<file path="config.mk">
export PLATFORM = sky130hd
export DESIGN_NAME = fft_stage_sequencer
export DESIGN_NICKNAME = d
export VERILOG_FILES = /design/src/rtl/fft_stage_sequencer.sv
export SDC_FILE = /design/constraint.sdc
export NUM_CORES = 1
export LEC_CHECK = 0
export ABC_AREA = 1
export CAP_MARGIN = 5
export CORE_MARGIN = 2
export CORE_UTILIZATION = 45
export CTS_CLUSTER_DIAMETER = 60
export DETAILED_ROUTE_END_ITERATION = 6
export PLACE_DENSITY = 0.68
export SLEW_MARGIN = 40
export SYNTH_ARGS = -nofsm -noshare
export SYNTH_HDL_FRONTEND = slang
export SYNTH_SLANG_ARGS = --single-unit
</file>
<file path="constraint.sdc">
create_clock -name clk -period 3.95 [get_ports clk]
set_input_delay 0.5925 -clock clk [delete_from_list [all_inputs] [get_ports clk]]
set_output_delay 0.5925 -clock clk [all_outputs]
set_load 0.005 [all_outputs]
</file>
<file path="src/rtl/fft_stage_sequencer.sv">
// Address/twiddle sequencer for an in-place radix-2 DIT FFT with stage gaps and downstream stalls.
// Optional FFT_SEQ_INVERSE_EN adds an `inverse` input that selects conjugate twiddles.
module fft_stage_sequencer #(
    parameter int unsigned N         = 16,
    parameter int unsigned STAGE_GAP = 4,
    localparam int unsigned L        = $clog2(N)
) (
    input  logic         clk,
    input  logic         rst_n,
    input  logic         start,
`ifdef FFT_SEQ_INVERSE_EN
    input  logic         inverse,
`endif
    output logic         busy,
    output logic         done,
    output logic         bfly_valid,
    input  logic         bfly_ready,
    output logic [L-1:0] stage,
    output logic [L-1:0] addr_a,
    output logic [L-1:0] addr_b,
    output logic [L-1:0] tw_addr
);

    localparam int unsigned CW       = L - 1;
    localparam int unsigned GW       = (STAGE_GAP > 1) ? $clog2(STAGE_GAP) : 1;
    localparam int unsigned GAP_LAST = (STAGE_GAP > 0) ? STAGE_GAP - 1 : 0;
    localparam int unsigned C_LAST   = N / 2 - 1;

    typedef enum logic [1:0] {
        S_IDLE,
        S_RUN,
        S_GAP,
        S_DONE
    } state_t;

    state_t          state_q, state_d;
    logic [L-1:0]    s_q, s_d;
    logic [CW-1:0]   c_q, c_d;
    logic [GW-1:0]   gap_q, gap_d;
    logic            last_q, last_d;
    logic            busy_d, done_d, valid_d;
    logic [L-1:0]    stage_d, addr_a_d, addr_b_d;
    logic            issue;
    logic            hs;
    logic [L-1:0]    c_ext, mask_n, a_next, b_next, k_sel;
`ifdef FFT_SEQ_INVERSE_EN
    logic            inv_q, inv_d;
`endif

    // Twiddle exponent: low s bits of the operand index, scaled to the N-point ROM.
    function automatic logic [L-1:0] twiddle_idx(input logic [L-1:0] s, input logic [L-1:0] x);
        logic [L-1:0] mask;
        mask = (L'(1) << s) - L'(1);
        return (x & mask) << (L'(L - 1) - s);
    endfunction

    // Index of the next butterfly: insert a zero bit at position s of the counter.
    always_comb begin
        c_ext  = L'(c_q);
        mask_n = (L'(1) << s_q) - L'(1);
        a_next = ((c_ext & ~mask_n) << 1) | (c_ext & mask_n);
        b_next = a_next | (L'(1) << s_q);
    end

    assign hs = bfly_valid & bfly_ready;

    always_comb begin
        state_d  = state_q;
        s_d      = s_q;
        c_d      = c_q;
        gap_d    = gap_q;
        last_d   = last_q;
        busy_d   = busy;
        done_d   = 1'b0;
        valid_d  = bfly_valid;
        stage_d  = stage;
        addr_a_d = addr_a;
        addr_b_d = addr_b;
        issue    = 1'b0;
`ifdef FFT_SEQ_INVERSE_EN
        inv_d    = inv_q;
`endif

        case (state_q)
            S_IDLE: begin
                if (start) begin
                    state_d = S_RUN;
                    busy_d  = 1'b1;
                    issue   = 1'b1;
`ifdef FFT_SEQ_INVERSE_EN
                    inv_d   = inverse;
`endif
                end
            end
            S_RUN: begin
                if (hs && last_q && (stage == L'(L - 1))) begin
                    state_d = S_DONE;
                    valid_d = 1'b0;
                    done_d  = 1'b1;
                end else if (hs && last_q && (STAGE_GAP != 0)) begin
                    state_d = S_GAP;
                    valid_d = 1'b0;
                    gap_d   = '0;
                end else if (!bfly_valid || bfly_ready) begin
                    issue = 1'b1;
                end
            end
            S_GAP: begin
                if (gap_q == GW'(GAP_LAST)) begin
                    state_d = S_RUN;
                    issue   = 1'b1;
                end else begin
                    gap_d = gap_q + GW'(1);
                end
            end
            S_DONE: begin
                state_d = S_IDLE;
                busy_d  = 1'b0;
                s_d     = '0;
                c_d     = '0;
            end
            default: state_d = S_IDLE;
        endcase

        // Present the butterfly held in the counters and advance them.
        if (issue) begin
            valid_d  = 1'b1;
            stage_d  = s_q;
            addr_a_d = a_next;
            addr_b_d = b_next;
            last_d   = (c_q == CW'(C_LAST));
            if (c_q == CW'(C_LAST)) begin
                c_d = '0;
                s_d = s_q + L'(1);
            end else begin
                c_d = c_q + CW'(1);
            end
        end
    end

    // ROM address: next twiddle when issuing, presented twiddle while stalled.
    always_comb begin
        k_sel = '0;
        if (issue) begin
            k_sel = twiddle_idx(s_q, c_ext);
        end else if (bfly_valid && !bfly_ready) begin
            k_sel = twiddle_idx(stage, addr_a);
        end
`ifdef FFT_SEQ_INVERSE_EN
        tw_addr = inv_q ? (L'(0) - k_sel) : k_sel;
`else
        tw_addr = k_sel;
`endif
    end

    always_ff @(posedge clk) begin
        if (!rst_n) begin
            state_q    <= S_IDLE;
            s_q        <= '0;
            c_q        <= '0;
            gap_q      <= '0;
            last_q     <= 1'b0;
            busy       <= 1'b0;
            done       <= 1'b0;
            bfly_valid <= 1'b0;
            stage      <= '0;
            addr_a     <= '0;
            addr_b     <= '0;
`ifdef FFT_SEQ_INVERSE_EN
            inv_q      <= 1'b0;
`endif
        end else begin
            state_q    <= state_d;
            s_q        <= s_d;
            c_q        <= c_d;
            gap_q      <= gap_d;
            last_q     <= last_d;
            busy       <= busy_d;
            done       <= done_d;
            bfly_valid <= valid_d;
            stage      <= stage_d;
            addr_a     <= addr_a_d;
            addr_b     <= addr_b_d;
`ifdef FFT_SEQ_INVERSE_EN
            inv_q      <= inv_d;
`endif
        end
    end

endmodule
</file>
==> metrics.yaml, run 1 <==
outcome: "finished clean"
synthesis.area_mm2: 0.00167
routed-via-count: 1604
cp_common_cell: "inv_1"
vdd.ir_drop.worst_mv: 0.166
unrepaired_setup_endpoints_after_global_routing: "false"
place_ws_ps: 888
synth_area_leaders: "dfxtp_1 (32%), nand2_1 (11%), inv_1 (7.6%)"
initial_cell_density_of_the_core: 0.464
clkTransAtPathRegs_ps: 90
place.gp.congestion: 0.835
synthAdderAreaFrac: 0.0524
postPlaceCellArea_mm2: 0.00189
post_route_cells_drive_above_1_share: 0.0871
tightest_slew_ps: 631
grt_max_degree: 25
yosysWarningCount: 0
arrival_ps: 2680
total_power_uw: 600
synth-seq-area-share: 0.323
synth-compound-area-share: 0.157
root_buffer: "clkbuf_8"
drt-wirelength-per-cell_um: 11.7
layout_worst_path_cycle_share: 0.828
synth_cell_types: 32
yosysTopAreaCellShare: 0.323
num_io_pins: 23
min_cycle_time_layout_ps: 3270
cts_hold_buffers: 0
dieHeight_um: 65.0
die_area_mm2: 0.00422
synth_xor_area_frac: 0
hold_depth: 2
leakage_nw: 0.824
setup-tns-final_ps: 0
tritoncts: "done"
placementRows: 22
routed_wire_length_um: 3660
port-buffer-count: 22
antenna_found_initial: 0
number_of_global_route_vias_before_repair: 1357
drtAntennaViolNets: 0
number_of_h_tree_levels: 1
crit_slowest_cell: "dfxtp_1"
final_nets: 276
post_cts_resized: 0
most_common_cell_after_layout_fill_and_taps_aside: "nand2_1"
layout.core_utilization: 0.538
power_per_standard_cell_area_mw_per_mm2: 309
antenna-diode-count: 0
timing.final.setup_violations: 0
detail_route.vias_per_cell: 5.14
die_w_um: 65.0
postSynthNetCount: 256
half_perimeter_wire_length_after_placement_um: 2850
highest_clock_frequency_the_design_can_meet_mhz: 306
final_area_mm2: 0.00194
ys_dominant_reg_cell: "dfxtp_1"
timing.hold.worst.class: "reg2reg"
postLayoutSetupSlackWorst_ps: 679
avg_cell_area_syn_um2: 6.83
synth_top_family_by_area: "simple AND/OR/NAND/NOR gates"
clockBufferDepth: 2
most-common-layout-cells: "nand2_1 (48), inv_1 (34), nor2_1 (28)"
cts.sink_count: 27
grt.total_usage: 0.186
drt-initial-drc-count: 97
synthArstFlopShare: 0
number_of_cells_on_the_worst_reg_to_reg_path: 11
path_max_fanout: 10
grt_first_pass_wirelength_um: 6230
post_synth_and_or_nand_nor_area_fraction: 0.343
synthesis.instances: 245
cpPeakStageDelay_ps: 540
finalHoldViolCount: 0
timing.max_slew.rel_slack: 0.579
worstSetupEndpointType: "output pin"
timing_worst_setup_path_type: "reg2out"
drc_errors: 0
fin_skew_ps: 4.06
drv_slew: 0
crit_required_ps: 3360
synth.ff_latch_count: 27
cap_violations: 0
tritoncts.num_buffers: 3
startpoint_type: "flip-flop"
worst_skew_pair.late_latency_ps: 270
synth_enable_flop_cells: 0
yosys-mux-area-fraction: 0
synth_area_leader_cell: "dfxtp_1"
flow.area_growth_from_synthesis_pct: 16.0
first_drt_pass_iteration_count: 4
grt_overflow: 0
post-cts-setup-buffers: 0
core_region_area_mm2: 0.00361
timing.critical_path.cells: "inv_1, nor4_1, inv_1, ha_1, inv_1, nand4_1, and2_1, o21ai_1, clkdlybuf4s50_1"
-- worst paths after layout --
kind                                   startpoint                     end  slack [ps]
worst max-delay path            s_q[0]$_SDFF_PN0_              tw_addr[1]         680
worst min-delay path            busy$_SDFFE_PN0P_       busy$_SDFFE_PN0P_         480
worst max register to register  s_q[0]$_SDFF_PN0_  addr_a[2]$_SDFFE_PN0N_        1980
worst min register to register  busy$_SDFFE_PN0P_       busy$_SDFFE_PN0P_         480
-- through the flow --
stage / hold slack [ps] / cells
2_1_floorplan: 440 / 245
3_3_place_gp: 474 / 308
3_5_place_dp: 464 / 308
4_1_cts: 479 / 312
5_1_grt: 513 / 312
6_report: 476 / 312
-- worst max-delay path, delay by kind of cell (launching register included) --
kind            cells  cell delay [ps]
buf+inv             4              880
simple gates        3              570
flops               1              540
fa+ha+maj           1              320
compound gates      1              110
-- cell type report --
cell class,instances,area (um^2)
repair buffers,23,228
clock buffers,3,41.3
flip-flops and latches,27,541
multi-input cells,172,923
inverters,38,143
fillers,370,1670
well taps,48,60.1
clock inverters,1,5.00
-- power by group --
group          switching [mW]  internal (mW)  leakage, nW  total [mW]
clock                  0.0871         0.0707       0.0255       0.158
sequential             0.0172          0.290        0.221       0.308
combinational          0.0765         0.0584        0.577       0.135
-- cell usage after synthesis (2+ instances only) --
cell      number
dfxtp_1       27
o21bai_1       2
a211oi_2       3
nor2_1        28
a21oi_1       15
nand3_1       21
ha_1           7
nand3b_1       3
inv_2          4
o21ai_0       14
nor2_2         3
buf_6          2
buf_2          4
nand4_1       11
o21ai_1        3
nand2_1       48
inv_1         34
nand3_2        2
-- logic make-up (layout without fill, tap and decap cells) --
kind of cell,count (synthesis),in the layout
simple gates,122,122
buf+inv,46,65
compound gates,43,43
fa+ha+maj,7,7
flops,27,27
-- flip-flops by register name, summed over array words and instances (netlist names) --
signal	cells
addr_a	4
addr_b	4
bfly_valid	1
busy	1
c_q	3
done	1
gap_q	2
last_q	1
s_q	4
stage	4
state_q	2
-- metal layers --
| metal | up-vias | wire length, um | GRT usage |
|---|---|---|---|
| met5 | - | 0 | 0 |
| met4 | 0 | 49 | 0.0399 |
| met3 | 6 | 160 | 0.0278 |
| met2 | 40 | 1630 | 0.316 |
| met1 | 711 | 1810 | 0.249 |
| li1 | 847 | - | - |
Power figures use the tool's default switching activity.
==> run 2, diff against run 1 <==
Clock period 3.95 ns to 3.35 ns, I/O delays scaled along.
==> run 2 against run 1 <==
  * Global-route usage grew 0.70 points
  * First-iteration DRC count grew 94%
  * Non-clock buffer count grew 2
  * Critical path depth is the same
  * Count of clock-buffer cells in the layout grew 1
  * Power grew 19%
  * Register-to-register slack lost 430 ps
  * Sequential share of layout area shrank 0.20 points
  * Clock power grew 20%
  * Die area is the same
  * Critical endpoint unchanged
==> metrics.yaml, run 2 (synthesis gave the netlist of run 1 again) <==
final_nets: 278  # +0.72%
most_common_cell_after_layout_fill_and_taps_aside: "nand2_1"
root_buffer: "clkbuf_8"
antenna-diode-count: 0  # unchanged
timing.critical_path.cells: "buf_4, nor2_1, nand2_1, ha_1, inv_1, nand4_1, and2_1, o21ai_1, clkdlybuf4s50_1"
tritoncts: "done"
cap_violations: 0  # unchanged
post_cts_resized: 0  # unchanged
grt.total_usage: 0.193  # +0.00703
core_region_area_mm2: 0.00361  # unchanged
antenna_found_initial: 0  # unchanged
timing.rr.end: "addr_a[2]$_SDFFE_PN0N_"
most-common-layout-cells: "nand2_1 (48), inv_1 (34), nor2_1 (28)"
min_cycle_time_layout_ps: 3040
grt_max_degree: 25  # unchanged
crit_required_ps: 2850  # -510 ps
regToRegSetupSlack_ps: 1550  # -430 ps
drc_errors: 0  # unchanged
tightest_slew_ps: 656  # +25.6 ps
cts.sink_count: 27  # unchanged
fin_worst_hold_slack_ps: 477  # +1.34 ps
unrepaired_setup_endpoints_after_global_routing: "false"
post-cts-setup-buffers: 0  # unchanged
power_per_standard_cell_area_mw_per_mm2: 364  # +18%
crit_slowest_cell: "clkdlybuf4s50_1"
routed_wire_length_um: 3820  # +4.4%
layout_worst_path_cycle_share: 0.906
flow.area_growth_from_synthesis_pct: 16.8
cp-startpoint: "s_q[0]$_SDFF_PN0_"
worstReg2RegStart: "s_q[0]$_SDFF_PN0_"
timing.hold.worst.class: "reg2reg"
finalHoldViolCount: 0  # unchanged
worst_skew_pair.late_latency_ps: 280  # about the same
first_drt_pass_iteration_count: 4  # unchanged
cp-endpoint: "tw_addr[1]"
cpPeakStageDelay_ps: 510  # -30 ps
initial_cell_density_of_the_core: 0.464  # unchanged
setup-tns-final_ps: 0  # unchanged
post_route_cells_drive_above_1_share: 0.0902  # +0.00310
leakage_nw: 0.832  # +0.99%
grt_first_pass_wirelength_um: 6410  # +2.9%
clockBufferDepth: 2  # unchanged
timing.final.setup_violations: 0  # unchanged
arrival_ps: 2530  # -150 ps
grt_overflow: 0  # unchanged
postPlaceCellArea_mm2: 0.00191  # +0.79%
cts_hold_buffers: 0  # unchanged
die_w_um: 65.0  # unchanged
num_io_pins: 23  # unchanged
fin_skew_ps: 5.01  # +0.948 ps
port-buffer-count: 22  # unchanged
timing_worst_setup_path_type: "reg2out"
dieHeight_um: 65.0  # unchanged
timing.max_slew.rel_slack: 0.562  # -0.0171
place.gp.congestion: 0.837  # +0.24%
number_of_cells_on_the_worst_reg_to_reg_path: 11  # unchanged
startpoint_type: "flip-flop"
number_of_global_route_vias_before_repair: 1405  # +3.5%
drtAntennaViolNets: 0  # unchanged
drv_slew: 0  # unchanged
die_area_mm2: 0.00422  # unchanged
detail_route.vias_per_cell: 5.07  # -1.4%
half_perimeter_wire_length_after_placement_um: 2910  # +2.3%
vdd.ir_drop.worst_mv: 0.145  # -13%
clkTransAtPathRegs_ps: 90  # about the same
outcome: "finished clean"
placementRows: 22  # unchanged
worstSetupEndpointType: "output pin"
routed-via-count: 1592  # -0.75%
path_max_fanout: 9  # -1
tritoncts.num_buffers: 3  # unchanged
drt-wirelength-per-cell_um: 12.2  # +3.7%
highest_clock_frequency_the_design_can_meet_mhz: 329
final_area_mm2: 0.00195  # +0.71%
drt-initial-drc-count: 188  # +94%
number_of_h_tree_levels: 1  # unchanged
## run 2: cell count changes in the layout (fill, tap and decap cells not counted), sizes merged
cell and delta:
buf +2, clkbuf +1, clkinv -1
## run 2: per-layer routing
layer	up-vias	wire, um	track usage
met3	5	135	0.0260
met1	698	1910	0.261
li1	850	-	-
met2	39	1730	0.320
met5	-	0	0
met4	0	46	0.0559
## run 2: through the flow
stage / worst slack [ps] / total power [mW] / utilization / std cells
3_3_place_gp: 510 / 0.529 / 0.529 / 310
2_1_floorplan: 1230 / 0.481 / - / 245
3_5_place_dp: 463 / 0.531 / 0.529 / 310
4_1_cts: 317 / 0.717 / 0.542 / 314
5_1_grt: 121 / 0.757 / 0.542 / 314
6_report: 315 / 0.712 / 0.542 / 314
## run 2: worst min path at each step
stage | from | end | slack, ps | cells after the start
after detailed placement | busy$_SDFFE_PN0P_ | busy$_SDFFE_PN0P_ | 460 | 2
after floorplan | last_q$_SDFFE_PN0N_ | last_q$_SDFFE_PN0N_ | 440 | 2
after CTS | busy$_SDFFE_PN0P_ | busy$_SDFFE_PN0P_ | 480 | 2
after global routing | busy$_SDFFE_PN0P_ | busy$_SDFFE_PN0P_ | 530 | 2
final | busy$_SDFFE_PN0P_ | busy$_SDFFE_PN0P_ | 480 | 2
after global placement | busy$_SDFFE_PN0P_ | busy$_SDFFE_PN0P_ | 470 | 2
## run 2: layout make-up
cell class | instances | area, um^2
Multi-Input combinational cell | 172 | 923
Fill cell | 352 | 1650
Sequential cell | 27 | 541
Inverter | 38 | 143
Tap cell | 48 | 60.1
Timing Repair Buffer | 25 | 243
Clock buffer | 4 | 45.0
## run 2: power breakdown
group | switching [mW] | internal, mW | leakage, nW
sequential | 0.0211 | 0.342 | 0.221
combinational | 0.0910 | 0.0688 | 0.588
clock | 0.103 | 0.0854 | 0.0228
## run 2: critical path: cells and delay by family, from the launching register on
kind / cells / cell delay (ps)
AO/OA/AOI/OAI: 1 / 130
adder cells (fa/ha/maj): 1 / 370
buffers and inverters: 3 / 780
flip-flops: 1 / 320
AND/OR/NAND/NOR: 4 / 660
==> run 3, diff against run 2 <==
Settings changed: CORE_ASPECT_RATIO from default to 0.7.
==> run 3 against run 2 <==
  * Via count rose by 1.1%
  * Critical path depth fell by 1
  * Cell count grew 0.32%
  * Cell area is 0.26% lower
  * Setup slack worse by 40 ps
  * Die area rose by 0.18%
  * Hold slack gained 1.4 ps
  * Power shrank 0.52%
  * Critical endpoint unchanged
  * Highest routed layer unchanged
==> metrics.yaml, run 3 (synthesis gave the netlist of run 1 again) <==
dieHeight_um: 55.0  # -15%
drt-wirelength-per-cell_um: 11.9  # -2.4%
leakage_nw: 0.826  # -0.66%
regToRegSetupSlack_ps: 1450  # -100 ps
timing.hold.worst.class: "reg2reg"
grt.total_usage: 0.186  # -0.00754
unrepaired_setup_endpoints_after_global_routing: "false"
number_of_cells_on_the_worst_reg_to_reg_path: 10  # -1
place_ws_ps: 458  # -4.42 ps
worstSetupEndpointType: "output pin"
detail_route.vias_per_cell: 5.11  # +0.81%
tritoncts: "done"
startpoint_type: "flip-flop"
fillers: 347  # -1.4%
grt_first_pass_wirelength_um: 6220  # -2.9%
antenna-diode-count: 0  # unchanged
cpPeakStageDelay_ps: 650  # +140 ps
final_nets: 277  # -0.36%
highest_clock_frequency_the_design_can_meet_mhz: 325  # -1.3%
tightest_slew_ps: 653  # -3.33 ps
timing.rr.end: "addr_a[2]$_SDFFE_PN0N_"
core_region_area_mm2: 0.00354  # -1.9%
cp_top_family: "flip-flops"
layout.area.seq_um2: 541  # unchanged
antenna_found_initial: 0  # unchanged
setup-tns-final_ps: 0  # unchanged
initial_cell_density_of_the_core: 0.473  # +0.00919
finalHoldViolCount: 0  # unchanged
cts.sink_count: 27  # unchanged
multi_input_area_um2: 923  # unchanged
min_cycle_time_layout_ps: 3080  # +40.2 ps
root_buffer: "clkbuf_8"
cts_hold_buffers: 0  # unchanged
crit_required_ps: 2850  # about the same
flow.area_growth_from_synthesis_pct: 16.5
post_cts_resized: 0  # unchanged
timing.critical_path.cells: "nor2_1, nand2_1, ha_1, inv_1, nand4_1, and2_1, o21ai_1, clkdlybuf4s50_1"
grt_overflow: 0  # unchanged
half_perimeter_wire_length_after_placement_um: 2860  # -1.8%
placementRows: 18  # -18%
cp-endpoint: "tw_addr[1]"
tritoncts.num_buffers: 3  # unchanged
grt_max_degree: 25  # unchanged
worstReg2RegStart: "s_q[1]$_SDFF_PN0_"
fin_skew_ps: 2.94  # -2.07 ps
timing.final.setup_violations: 0  # unchanged
first_drt_pass_iteration_count: 4  # unchanged
drt-initial-drc-count: 85  # -55%
drv_slew: 0  # unchanged
number_of_global_route_vias_before_repair: 1352  # -3.8%
cp.buffers_inverters: 2  # -1
clkTransAtPathRegs_ps: 90  # about the same
power_per_standard_cell_area_mw_per_mm2: 363  # -0.27%
post_route_cells_drive_above_1_share: 0.0868  # -0.00343
cp-startpoint: "s_q[1]$_SDFF_PN0_"
routed_wire_length_um: 3740  # -2.0%
outcome: "finished clean"
post-cts-setup-buffers: 0  # unchanged
num_io_pins: 23  # unchanged
most-common-layout-cells: "nand2_1 (48), inv_1 (34), nor2_1 (28)"
die_w_um: 76.9  # +18%
timing_worst_setup_path_type: "reg2out"
place.gp.congestion: 0.881  # +5.2%
worst_skew_pair.late_latency_ps: 270  # about the same
most_common_cell_after_layout_fill_and_taps_aside: "nand2_1"
drtAntennaViolNets: 0  # unchanged
path_max_fanout: 14  # +5
worst-path-stages: 8  # -1
postLayoutSetupSlackWorst_ps: 275  # -40.2 ps
layout_worst_path_cycle_share: 0.918  # +0.0120
number_of_h_tree_levels: 1  # unchanged
timing.max_slew.rel_slack: 0.564  # +0.00222
die_area_mm2: 0.00423  # +0.18%
port-buffer-count: 22  # unchanged
drc_errors: 0  # unchanged
crit_slowest_cell: "dfxtp_1"
clockBufferDepth: 2  # unchanged
vdd.ir_drop.worst_mv: 0.227  # +57%
arrival_ps: 2570  # +40 ps
cap_violations: 0  # unchanged
routed-via-count: 1610  # +1.1%
==> run 3: changes by cell type in the layout (fill, tap and decap cells not counted), sizes merged <==
cell	delta
buf	-1
==> run 3: worst min-delay path by stage <==
stage                            from                      to  slack, ps  cells after the start
2_1_floorplan     last_q$_SDFFE_PN0N_     last_q$_SDFFE_PN0N_        440                      2
3_3_place_gp        busy$_SDFFE_PN0P_       busy$_SDFFE_PN0P_        470                      2
3_5_place_dp        busy$_SDFFE_PN0P_       busy$_SDFFE_PN0P_        460                      2
4_1_cts             busy$_SDFFE_PN0P_       busy$_SDFFE_PN0P_        480                      2
5_1_grt        addr_a[0]$_SDFFE_PN0N_  addr_a[0]$_SDFFE_PN0N_        510                      2
6_report            busy$_SDFFE_PN0P_       busy$_SDFFE_PN0P_        480                      2
==> run 3: power breakdown <==
part / leakage, nW / internal, mW / switching (mW) / total (mW)
combinational: 0.583 / 0.0690 / 0.0901 / 0.159
clock: 0.0228 / 0.0852 / 0.101 / 0.186
sequential: 0.221 / 0.342 / 0.0208 / 0.363
==> run 3: final cells by class <==
type / instances / share of cell area
well taps: 50 / 0.0321
repair buffers: 24 / 0.121
flip-flops and latches: 27 / 0.277
inverters: 38 / 0.0732
multi-input cells: 172 / 0.474
clock buffers: 4 / 0.0231
==> run 3: layer usage <==
metal,GRT usage,vias to the layer above,wire length [um]
met5,0,-,0
met2,0.303,52,1460
met4,0.0273,0,16
li1,-,856,-
met1,0.262,700,2050
met3,0.0390,2,212
==> run 3: through the flow <==
stage	cells	hold slack (ps)	utilization	total power, mW	area (um^2)
5_1_grt	315	506	0.551	0.753	1950
2_1_floorplan	245	440	-	0.481	1670
3_5_place_dp	311	464	0.539	0.530	1900
4_1_cts	315	479	0.551	0.712	1950
6_report	315	479	0.551	0.708	1950
3_3_place_gp	311	474	0.539	0.529	1900
==> run 3: tightest hold or removal path: stages, from the launching register on <==
cell     delay (ps)
dfxtp_1         320
nand2_1          60
a21oi_1          60
